File: config.mk
export PLATFORM = sky130hd
export DESIGN_NAME = avalon_rmst_engine
export DESIGN_NICKNAME = d
export VERILOG_FILES = /design/src/rtl/avalon_rmst_engine.sv
export SDC_FILE = /design/constraint.sdc
export NUM_CORES = 1
export LEC_CHECK = 0
export CAP_MARGIN = 20
export CORE_MARGIN = 2
export CORE_UTILIZATION = 51
export DETAILED_ROUTE_END_ITERATION = 10
export GPL_ROUTABILITY_DRIVEN = 0
export PLACE_DENSITY = 0.81
export SLEW_MARGIN = 10
export SYNTH_ARGS = -nofsm -noshare
export SYNTH_HDL_FRONTEND = slang
export SYNTH_SLANG_ARGS = --single-unit
File: constraint.sdc
create_clock -name clk -period 4.6 [get_ports clk]
set_clock_uncertainty 0.05 [all_clocks]
set_input_delay 0.46 -clock clk [delete_from_list [all_inputs] [get_ports clk]]
set_output_delay 0.46 -clock clk [all_outputs]
set_load 0.01 [all_outputs]
File: src/rtl/avalon_rmst_engine.sv
// Avalon-MM burst read master: splits a word-length transfer into bursts and pushes beats into a load FIFO.
// Defining AVALON_RMST_ENGINE_CHK_EN adds a sticky err output for stray beats and misaligned start addresses.
module avalon_rmst_engine #(
  parameter int DW        = 32,
  parameter int AW        = 12,
  parameter int BW        = 7,
  parameter int MAX_BURST = 64
) (
  input  logic          clk,
  input  logic          rst,
  input  logic          trans_start,
  input  logic [DW-1:0] trans_raddr,
  input  logic [AW-1:0] trans_iolen,
  output logic          trans_done,
  output logic          busy,
  output logic [DW-1:0] avm_address,
  output logic          avm_read,
  output logic [BW-1:0] avm_burstcount,
  input  logic          avm_waitrequest,
  input  logic [DW-1:0] avm_readdata,
  input  logic          avm_readdatavalid,
  output logic [DW-1:0] fifo_wdata,
  output logic          fifo_push,
  input  logic          fifo_almost_full
`ifdef AVALON_RMST_ENGINE_CHK_EN
  ,
  output logic          err
`endif
);

  typedef enum logic [1:0] {IDLE, ISSUE, RECV, DONE} state_t;

  state_t        state_q, state_d;
  logic [DW-1:0] cur_addr_q, cur_addr_d;
  logic [AW-1:0] remaining_q, remaining_d;
  logic [BW-1:0] beat_cnt_q, beat_cnt_d;
  logic [BW-1:0] burst_len_q, burst_len_d;
  logic          avm_read_q, avm_read_d;
  logic [DW-1:0] avm_addr_q, avm_addr_d;
  logic [BW-1:0] avm_bc_q, avm_bc_d;
  logic          push_q, push_d;
  logic [DW-1:0] wdata_q, wdata_d;
  logic          done_q, done_d;
  logic          busy_q, busy_d;
  logic [AW-1:0] rem_after;
  logic          last_beat;
`ifdef AVALON_RMST_ENGINE_CHK_EN
  logic          err_q, err_d;
`endif

  // Beats in the next burst: whatever is left, capped at MAX_BURST.
  function automatic logic [BW-1:0] burst_of(input logic [AW-1:0] rem);
    logic [31:0] rem32;
    rem32 = 32'(rem);
    if (rem32 > 32'(MAX_BURST)) return BW'(MAX_BURST);
    return BW'(rem);
  endfunction

  assign rem_after = remaining_q - AW'(burst_len_q);
  assign last_beat = (beat_cnt_q == burst_len_q - BW'(1));

  always_comb begin
    state_d     = state_q;
    cur_addr_d  = cur_addr_q;
    remaining_d = remaining_q;
    beat_cnt_d  = beat_cnt_q;
    burst_len_d = burst_len_q;
    avm_read_d  = avm_read_q;
    avm_addr_d  = avm_addr_q;
    avm_bc_d    = avm_bc_q;
    push_d      = 1'b0;
    wdata_d     = wdata_q;
    done_d      = 1'b0;
    busy_d      = done_q ? 1'b0 : busy_q;
`ifdef AVALON_RMST_ENGINE_CHK_EN
    err_d       = err_q;
    if (avm_readdatavalid && (state_q != RECV)) err_d = 1'b1;
`endif
    case (state_q)
      IDLE: begin
        if (trans_start) begin
          cur_addr_d  = trans_raddr;
          remaining_d = trans_iolen;
          busy_d      = 1'b1;
          state_d     = (trans_iolen != '0) ? ISSUE : DONE;
`ifdef AVALON_RMST_ENGINE_CHK_EN
          if (trans_raddr[1:0] != 2'b00) err_d = 1'b1;
`endif
        end
      end
      ISSUE: begin
        // Once presented, a request holds until accepted regardless of FIFO level.
        if (avm_read_q) begin
          if (!avm_waitrequest) begin
            avm_read_d = 1'b0;
            beat_cnt_d = '0;
            state_d    = RECV;
          end
        end else if (!fifo_almost_full) begin
          avm_read_d  = 1'b1;
          avm_addr_d  = cur_addr_q;
          avm_bc_d    = burst_of(remaining_q);
          burst_len_d = burst_of(remaining_q);
        end
      end
      RECV: begin
        if (avm_readdatavalid) begin
          push_d  = 1'b1;
          wdata_d = avm_readdata;
          if (last_beat) begin
            cur_addr_d  = cur_addr_q + (DW'(burst_len_q) << 2);
            remaining_d = rem_after;
            state_d     = (rem_after == '0) ? DONE : ISSUE;
          end else begin
            beat_cnt_d = beat_cnt_q + BW'(1);
          end
        end
      end
      DONE: begin
        done_d  = 1'b1;
        state_d = IDLE;
      end
      default: state_d = IDLE;
    endcase
  end

  always_ff @(posedge clk or posedge rst) begin
    if (rst) begin
      state_q     <= IDLE;
      cur_addr_q  <= '0;
      remaining_q <= '0;
      beat_cnt_q  <= '0;
      burst_len_q <= '0;
      avm_read_q  <= 1'b0;
      avm_addr_q  <= '0;
      avm_bc_q    <= '0;
      push_q      <= 1'b0;
      wdata_q     <= '0;
      done_q      <= 1'b0;
      busy_q      <= 1'b0;
    end else begin
      state_q     <= state_d;
      cur_addr_q  <= cur_addr_d;
      remaining_q <= remaining_d;
      beat_cnt_q  <= beat_cnt_d;
      burst_len_q <= burst_len_d;
      avm_read_q  <= avm_read_d;
      avm_addr_q  <= avm_addr_d;
      avm_bc_q    <= avm_bc_d;
      push_q      <= push_d;
      wdata_q     <= wdata_d;
      done_q      <= done_d;
      busy_q      <= busy_d;
    end
  end

`ifdef AVALON_RMST_ENGINE_CHK_EN
  always_ff @(posedge clk or posedge rst) begin
    if (rst) err_q <= 1'b0;
    else     err_q <= err_d;
  end
  assign err = err_q;
`endif

  assign avm_read       = avm_read_q;
  assign avm_address    = avm_addr_q;
  assign avm_burstcount = avm_bc_q;
  assign fifo_push      = push_q;
  assign fifo_wdata     = wdata_q;
  assign trans_done     = done_q;
  assign busy           = busy_q;

endmodule

# Yosys cells after proc, flatten, opt, wreduce, memory -nomap -nowiden
# Index checks and enable logic that the tools add are counted.
# totals
register_bits,128
input_bits,82
out_inout_bits,75
elab_cells,74
# classes
n_addsub,4
order_cmp,1
n_eq_ne,10
muxes,36
n_bitwise,2
n_reduce_logical,10
# op_table
cell,count
32-bit two-way mux,3
32-bit case mux with 2 select lines,1
7-bit two-way mux,6
12-bit two-way mux,3
32-bit by 9-bit adder with 32-bit output,1
12-bit case mux with 2 select lines,1
2-bit two-way mux,7
7-bit case mux with 2 select lines,1
1-bit two-way mux,13
12-bit by 7-bit > comparator with 1-bit output (second input constant),1
12-bit zero test,1
2-bit != test (second input constant),6
12-bit nonzero test,1
12-bit by 7-bit subtractor with 12-bit output,1
5-bit AND reduction,2
2-bit case mux with 4 select lines,1
7-bit by 1-bit adder with 7-bit output (second input constant),1
7-bit equality test,1
7-bit by 1-bit subtractor with 7-bit output (second input constant),1
2-bit equality test (second input constant),2
4-bit AND reduction,1
2-bit nonzero test,2
3-bit AND reduction,1
2-bit by 1-bit equality test with 1-bit output (second input constant),1
3 further kinds,4

# Longest topological paths before layout
# Gate-level depths: netlist of run 1.
# logic_depth
ltp_word,6
depth_mapped,11
mapped_depth_nobuf,9

# Worst setup path before layout of run 1
# OpenSTA, ideal clock, no wires.
# synth_timing
kind,register -> register
startpoint,register avm_burstcount[1] (netlist name)
endpoint,register cur_addr_q[6]
setup_time_ps,125
t_arrival_ps,2660
t_required_ps,4425
path_slack_ps,1765
stages_incl_launch_ff,11
path_buffers,2
period_less_slack_ps,2835
cell_sequence,dfrtp_1 -> inv_1 -> ha_1 -> o21bai_1 -> a211oi_1 -> a2111oi_2 -> or4_1 -> buf_4 -> nand2_2 -> buf_6 -> mux2_2
# synth_rtl
element,line_no,text
to (signal assigned),143,cur_addr_q <= cur_addr_d;
to (decl),34,"logic [DW-1:0] cur_addr_q, cur_addr_d;"

==> impl_metrics.env, run 1 <==
export IMPL_p_leak_nw=4.10
export IMPL_cts_resized=0
export IMPL_ys_flop_type="dfrtp_1"
export IMPL_fin_tns_setup_ns=0
export IMPL_synth_top_cell_area_share_pct=47.2
export IMPL_path_cells="inv_1 > ha_1 > o21bai_1 > a211oi_1 > a2111oi_2 > or4_1 > nand2_2 > mux2_2"
export IMPL_end_kind="register"
export IMPL_required_ns=4.86
export IMPL_grt_usage_pct=27.5
export IMPL_cp_start_kind="register"
export IMPL_syn_cell_area_um2=6790
export IMPL_synth_warnings=0
export IMPL_vias_per_cell=5.69
export IMPL_slew_headroom_pct=36.5
export IMPL_grt_overflow_total=0
export IMPL_cts_tree="done"
export IMPL_clk_latency_ns=0.42
export IMPL_synth_nets=880
export IMPL_rsz0062_at_grt="false"
export IMPL_yosys_area_share_simple_pct=23.5
export IMPL_layout_drive_gt1_share_pct=6.30
export IMPL_route_vias_total=6322
export IMPL_wl_met3_mm=1.84
export IMPL_synth_top_family_by_area="simple AND/OR/NAND/NOR gates"
export IMPL_die_w_um=119
export IMPL_ys_seq_area_share_pct=47.2
export IMPL_hpwl_mm=12.9
export IMPL_power_w=0.00660
export IMPL_met2WireLength_mm=8.40
export IMPL_drt_iter0_drc=563
export IMPL_initial_core_util_pct=51.7
export IMPL_status="complete, no violations"
export IMPL_synth_seq_cells=128
export IMPL_crit_arrival_ns=3.71
export IMPL_yosys_area_share_xor_xnor_pct=1.79
export IMPL_port_buffers=156
export IMPL_crit_buf_inv=1
export IMPL_grt_max_degree=64
export IMPL_period_needed_ns=3.45
export IMPL_die_area_um2=14300
export IMPL_cts_sinks=128
export IMPL_hold_violations=0
export IMPL_worst_pin_slew_ns=0.948
export IMPL_synth_cell_types=70
export IMPL_drc=0
export IMPL_critPathMaxStageDelay_ns=0.76
export IMPL_finalCritPeriodShare_pct=75.1
export IMPL_whs_ns=0.402
export IMPL_design_area_um2=9090
export IMPL_drtPass1Iterations=6
export IMPL_ant_nets=0
export IMPL_synth_area_leaders="dfrtp_1 47%, nand2_1 13%, ha_1 2.9%"
export IMPL_async_reset_ff_share_pct=100
export IMPL_diodes=0
export IMPL_crit_type="reg2reg"
export IMPL_routed_wl_mm=18.6
export IMPL_finalMaxSlewViolations=0
export IMPL_grt_pass1_wl_mm=30.8
export IMPL_syn_avg_cell_area_um2=8.71
export IMPL_power_density_nw_per_um2=726
export IMPL_crit_family="simple AND/OR/NAND/NOR gates"
export IMPL_root_buffer="clkbuf_16"
export IMPL_drt_wirelength_per_cell_um=16.8
export IMPL_synth_most_common_cell="nand2_1"
export IMPL_syn2layout_area_growth_pct=33.8
export IMPL_grt_pass1_vias=6069
export IMPL_core_area_um2=13100
export IMPL_critPathSlowestCell="or4_1"
export IMPL_hold_class="reg2reg"
export IMPL_maxCapViolations=0
export IMPL_max_freq_mhz=289
export IMPL_synth_top_cell_by_area="dfrtp_1"
export IMPL_ioPinCount=157
export IMPL_peakVddDrop_mv=0.377
export IMPL_highest_layer="met4"
export IMPL_cts_buffers=17
export IMPL_path_clk_slew_ns=0.05
export IMPL_rows=42
export IMPL_setup_viol=0
export IMPL_drt_met1_wl_mm=8.06
export IMPL_cts_hold_fix_buffers=0
export IMPL_synth_fa_ha_area_share_pct=3.54
export IMPL_nets=1024
export IMPL_syn_instance_count=780
export IMPL_synth_area_mux_share_pct=1.60
export IMPL_die_h_um=119
export IMPL_crit_fanout=23
export IMPL_antenna_found_initial=0
export IMPL_post_cts_setup_buffer_count=0
export IMPL_clockBufferDepth=2
export IMPL_htree_num_levels=4
export IMPL_placed_area_um2=8500
export IMPL_synth_edf_count=0
export IMPL_yosys_top_cells_count="234 x nand2_1, 128 x dfrtp_1, 34 x o21ai_0, 33 x a21oi_1, 33 x nor2_1"
export IMPL_synth_compound_area_share_pct=18.1
## report_power, final
part,internal (W),total (W),switching (W)
clock,0.000889,0.00136,0.000470
sequential,0.00164,0.00212,0.000481
combinational,0.00147,0.00312,0.00165
total,0.00400,0.00660,0.00260
## cell usage in the layout (no fill, tap or decap), types with 7 or more instances in the layout
master	count
nand2_1	234
a21oi_1	33
inv_1	23
xor2_1	7
o211ai_1	9
nand3_1	27
ha_1	16
nand2b_1	8
clkbuf_16	17
o21ai_0	34
dfrtp_1	128
mux2_2	7
and2_1	7
clkdlybuf4s50_1	156
and3_1	12
nor2_1	33
a22oi_1	9
o22ai_1	7
nor3_1	8
a311oi_1	8
a31oi_1	8
buf_4	14
## registers in the layout (all words and copies together), names as in the netlist
signal          flops
busy                1
fifo_wdata         32
trans_done          1
avm_address        32
avm_burstcount      7
fifo_push           1
state_q             2
remaining_q        12
beat_cnt_q          7
cur_addr_q         32
avm_read            1
## metrics by stage
step | worst slack, ns | instances | util, %
2_1_floorplan | 0.677 | 780 | -
3_3_place_gp | 1.29 | 1081 | 64.7
3_5_place_dp | 1.14 | 1081 | 64.7
4_1_cts | 1.14 | 1112 | 69.2
5_1_grt | 0.938 | 1112 | 69.2
6_report | 1.15 | 1112 | 69.2
## final timing paths
path	start	end	slack, ns	cells past startpoint
min in group asynchronous	rst	beat_cnt_q[0]	0.47	2
setup / recovery	avm_burstcount[1]	remaining_q[10]	1.15	8
setup reg to reg	avm_burstcount[1]	remaining_q[10]	1.15	8
hold reg to reg	trans_done	busy	0.40	1
max in group asynchronous	rst	state_q[0]	3.01	3
hold / removal	trans_done	busy	0.40	1
## final cells by class
type / count / area, µm²
clock buffers: 25 / 485
clock inverters: 6 / 105
fillers: 1051 / 4050
inverters: 25 / 96.3
multi-input cells: 582 / 3310
flip-flops and latches: 128 / 3200
well taps: 176 / 220
repair buffers: 170 / 1670
## cell families after synthesis
| kind of cell | Yosys count |
|---|---|
| AND/OR/NAND/NOR | 363 |
| AO/OA/AOI/OAI | 178 |
| flip-flops | 128 |
| buffers and inverters | 70 |
| adder cells (fa/ha/maj) | 18 |
| XOR/XNOR | 13 |
| multiplexers | 10 |
## layer usage
metal	vias to the layer above	track usage, %
met5	-	0
met4	0	9.85
met3	34	9.10
met2	314	41.4
met1	2946	37.2
li1	3028	-
No activity file was read; power rests on OpenSTA's default activity.
==> inputs of run 2 (changes only) <==
==> constraint.sdc (replaced) <==
create_clock -name clk -period 3.5 [get_ports clk]
set_clock_uncertainty 0.05 [all_clocks]
set_input_delay 0.35 -clock clk [delete_from_list [all_inputs] [get_ports clk]]
set_output_delay 0.35 -clock clk [all_outputs]
set_load 0.01 [all_outputs]
==> run 2 against run 1 <==
Against the previous run:
- worst hold slack better by 0.00081 ns
- count of clock-buffer cells in the layout fell by 2
- worst setup slack got worse by 0.78 ns
==> impl_metrics.env, run 2 (synthesized netlist as in run 1, its figures left out) <==
export IMPL_status="complete, no violations"
export IMPL_die_w_um=119
export IMPL_end_kind="register"
export IMPL_antenna_found_initial=0
export IMPL_die_area_um2=14300
export IMPL_port_buffers=156
export IMPL_p_leak_nw=4.10
export IMPL_period_needed_ns=3.14
export IMPL_clk_latency_ns=0.42
export IMPL_vias_per_cell=5.57
export IMPL_placed_cells=1083
export IMPL_setup_viol=0
export IMPL_whs_ns=0.403
export IMPL_path_clk_slew_ns=0.05
export IMPL_drc=0
export IMPL_grt_pass1_wl_mm=30.1
export IMPL_cts_hold_fix_buffers=0
export IMPL_critPathMaxStageDelay_ns=0.62
export IMPL_route_vias_total=6201
export IMPL_layout_drive_gt1_share_pct=6.51
export IMPL_slew_headroom_pct=28.2
export IMPL_finalMaxSlewViolations=0
export IMPL_drtPass1Iterations=5
export IMPL_ioPinCount=157
export IMPL_grt_overflow_total=0
export IMPL_routed_wl_mm=18.1
export IMPL_power_density_nw_per_um2=947
export IMPL_diodes=0
export IMPL_hold_violations=0
export IMPL_root_buffer="clkbuf_16"
export IMPL_cts_tree="done"
export IMPL_critPathSlowestCell="or4_1"
export IMPL_die_h_um=119
export IMPL_hold_class="reg2reg"
export IMPL_maxCapViolations=0
export IMPL_syn2layout_area_growth_pct=34.0
export IMPL_fill_cells=1059
export IMPL_worst_pin_slew_ns=1.08
export IMPL_nets=1026
export IMPL_fin_cells=1113
export IMPL_cts_sinks=128
export IMPL_layout_commonest_cell="nand2_1"
export IMPL_drt_iter0_drc=483
export IMPL_grt_pass1_vias=5967
export IMPL_mostFrequentLayoutCells="234 x nand2_1, 156 x clkdlybuf4s50_1, 128 x dfrtp_1, 34 x o21ai_0"
export IMPL_drt_wirelength_per_cell_um=16.3
export IMPL_rows=42
export IMPL_grt_usage_pct=26.6
export IMPL_rsz0062_at_grt="false"
export IMPL_cp_start_kind="register"
export IMPL_hpwl_mm=12.4
export IMPL_cts_buffers=17
export IMPL_post_cts_setup_buffer_count=0
export IMPL_finalCritPeriodShare_pct=89.6
export IMPL_crit_fanout=17
export IMPL_required_ns=3.75
export IMPL_htree_num_levels=4
export IMPL_grt_max_degree=129
export IMPL_clockBufferDepth=2
export IMPL_fin_tns_setup_ns=0
export IMPL_initial_core_util_pct=51.7
export IMPL_rr_worst_depth=8
export IMPL_core_area_um2=13100
export IMPL_peakVddDrop_mv=0.473
export IMPL_path_cells="inv_1 > ha_1 > o21bai_1 > a211oi_1 > a2111oi_2 > or4_1 > nand2_2 > mux2_2"
export IMPL_crit_type="reg2reg"
export IMPL_crit_arrival_ns=3.38
export IMPL_max_freq_mhz=319
export IMPL_cts_resized=0
export IMPL_hold_depth=1
export IMPL_ant_nets=0
-- run 2: cell types whose count changed in the layout (fill, tap and decap cells not counted), sizes merged --
cell	change
inv	-1
buf	+2
clkbuf	-2
clkinv	+1
clkinvlp	+1
-- run 2: stage by stage --
step           util, %  setup WS (ns)  area (µm²)  total power (W)
3_3_place_gp      64.8          0.494        8520          0.00675
6_report          69.3          0.364        9100          0.00862
3_5_place_dp      64.9          0.393        8520          0.00683
2_1_floorplan        -          0.665        6790          0.00524
4_1_cts           69.3          0.363        9100          0.00865
5_1_grt           69.3          0.244        9100          0.00928
-- run 2: path summary, 6_finish.rpt --
path / endpoint / startpoint / slack [ns]
worst min-delay path: busy / trans_done / 0.40
max in group asynchronous: cur_addr_q[7] / rst / 2.48
worst min register to register: busy / trans_done / 0.40
worst max register to register: remaining_q[10] / avm_burstcount[0] / 0.36
min in group asynchronous: trans_done / rst / 0.45
worst max-delay path: remaining_q[10] / avm_burstcount[0] / 0.36
-- run 2: metal layers --
metal | track usage [%] | part of all wire [%]
met1 | 36.2 | 45
met2 | 40.4 | 45
met3 | 8.05 | 8.4
met4 | 9.71 | 2.2
met5 | 0 | 0
-- run 2: final cells by class --
cell class,instances,area (µm²),area share [%]
Clock inverter,7,110,1.21
Timing Repair Buffer,172,1690,18.6
Sequential cell,128,3200,35.2
Clock buffer,23,468,5.14
Inverter,25,97.6,1.07
Multi-Input combinational cell,582,3310,36.4
Tap cell,176,220,2.42
-- run 2: worst max-delay path: cells and delay by family (launching register included) --
| kind | cells | cell delay [ns] |
|---|---|---|
| simple gates | 2 | 1.02 |
| compound gates | 3 | 0.60 |
| flops | 1 | 0.55 |
| mux | 1 | 0.40 |
| fa+ha+maj | 1 | 0.28 |
| buf+inv | 1 | 0.10 |
-- run 2: report_power, final --
| group | switching [W] | leakage (nW) | internal, W | total, W |
|---|---|---|---|---|
| logic | 0.00215 | 2.25 | 0.00194 | 0.00409 |
| registers | 0.000616 | 1.56 | 0.00215 | 0.00277 |
| clock network | 0.000612 | 0.287 | 0.00114 | 0.00176 |
| total | 0.00338 | 4.10 | 0.00524 | 0.00862 |
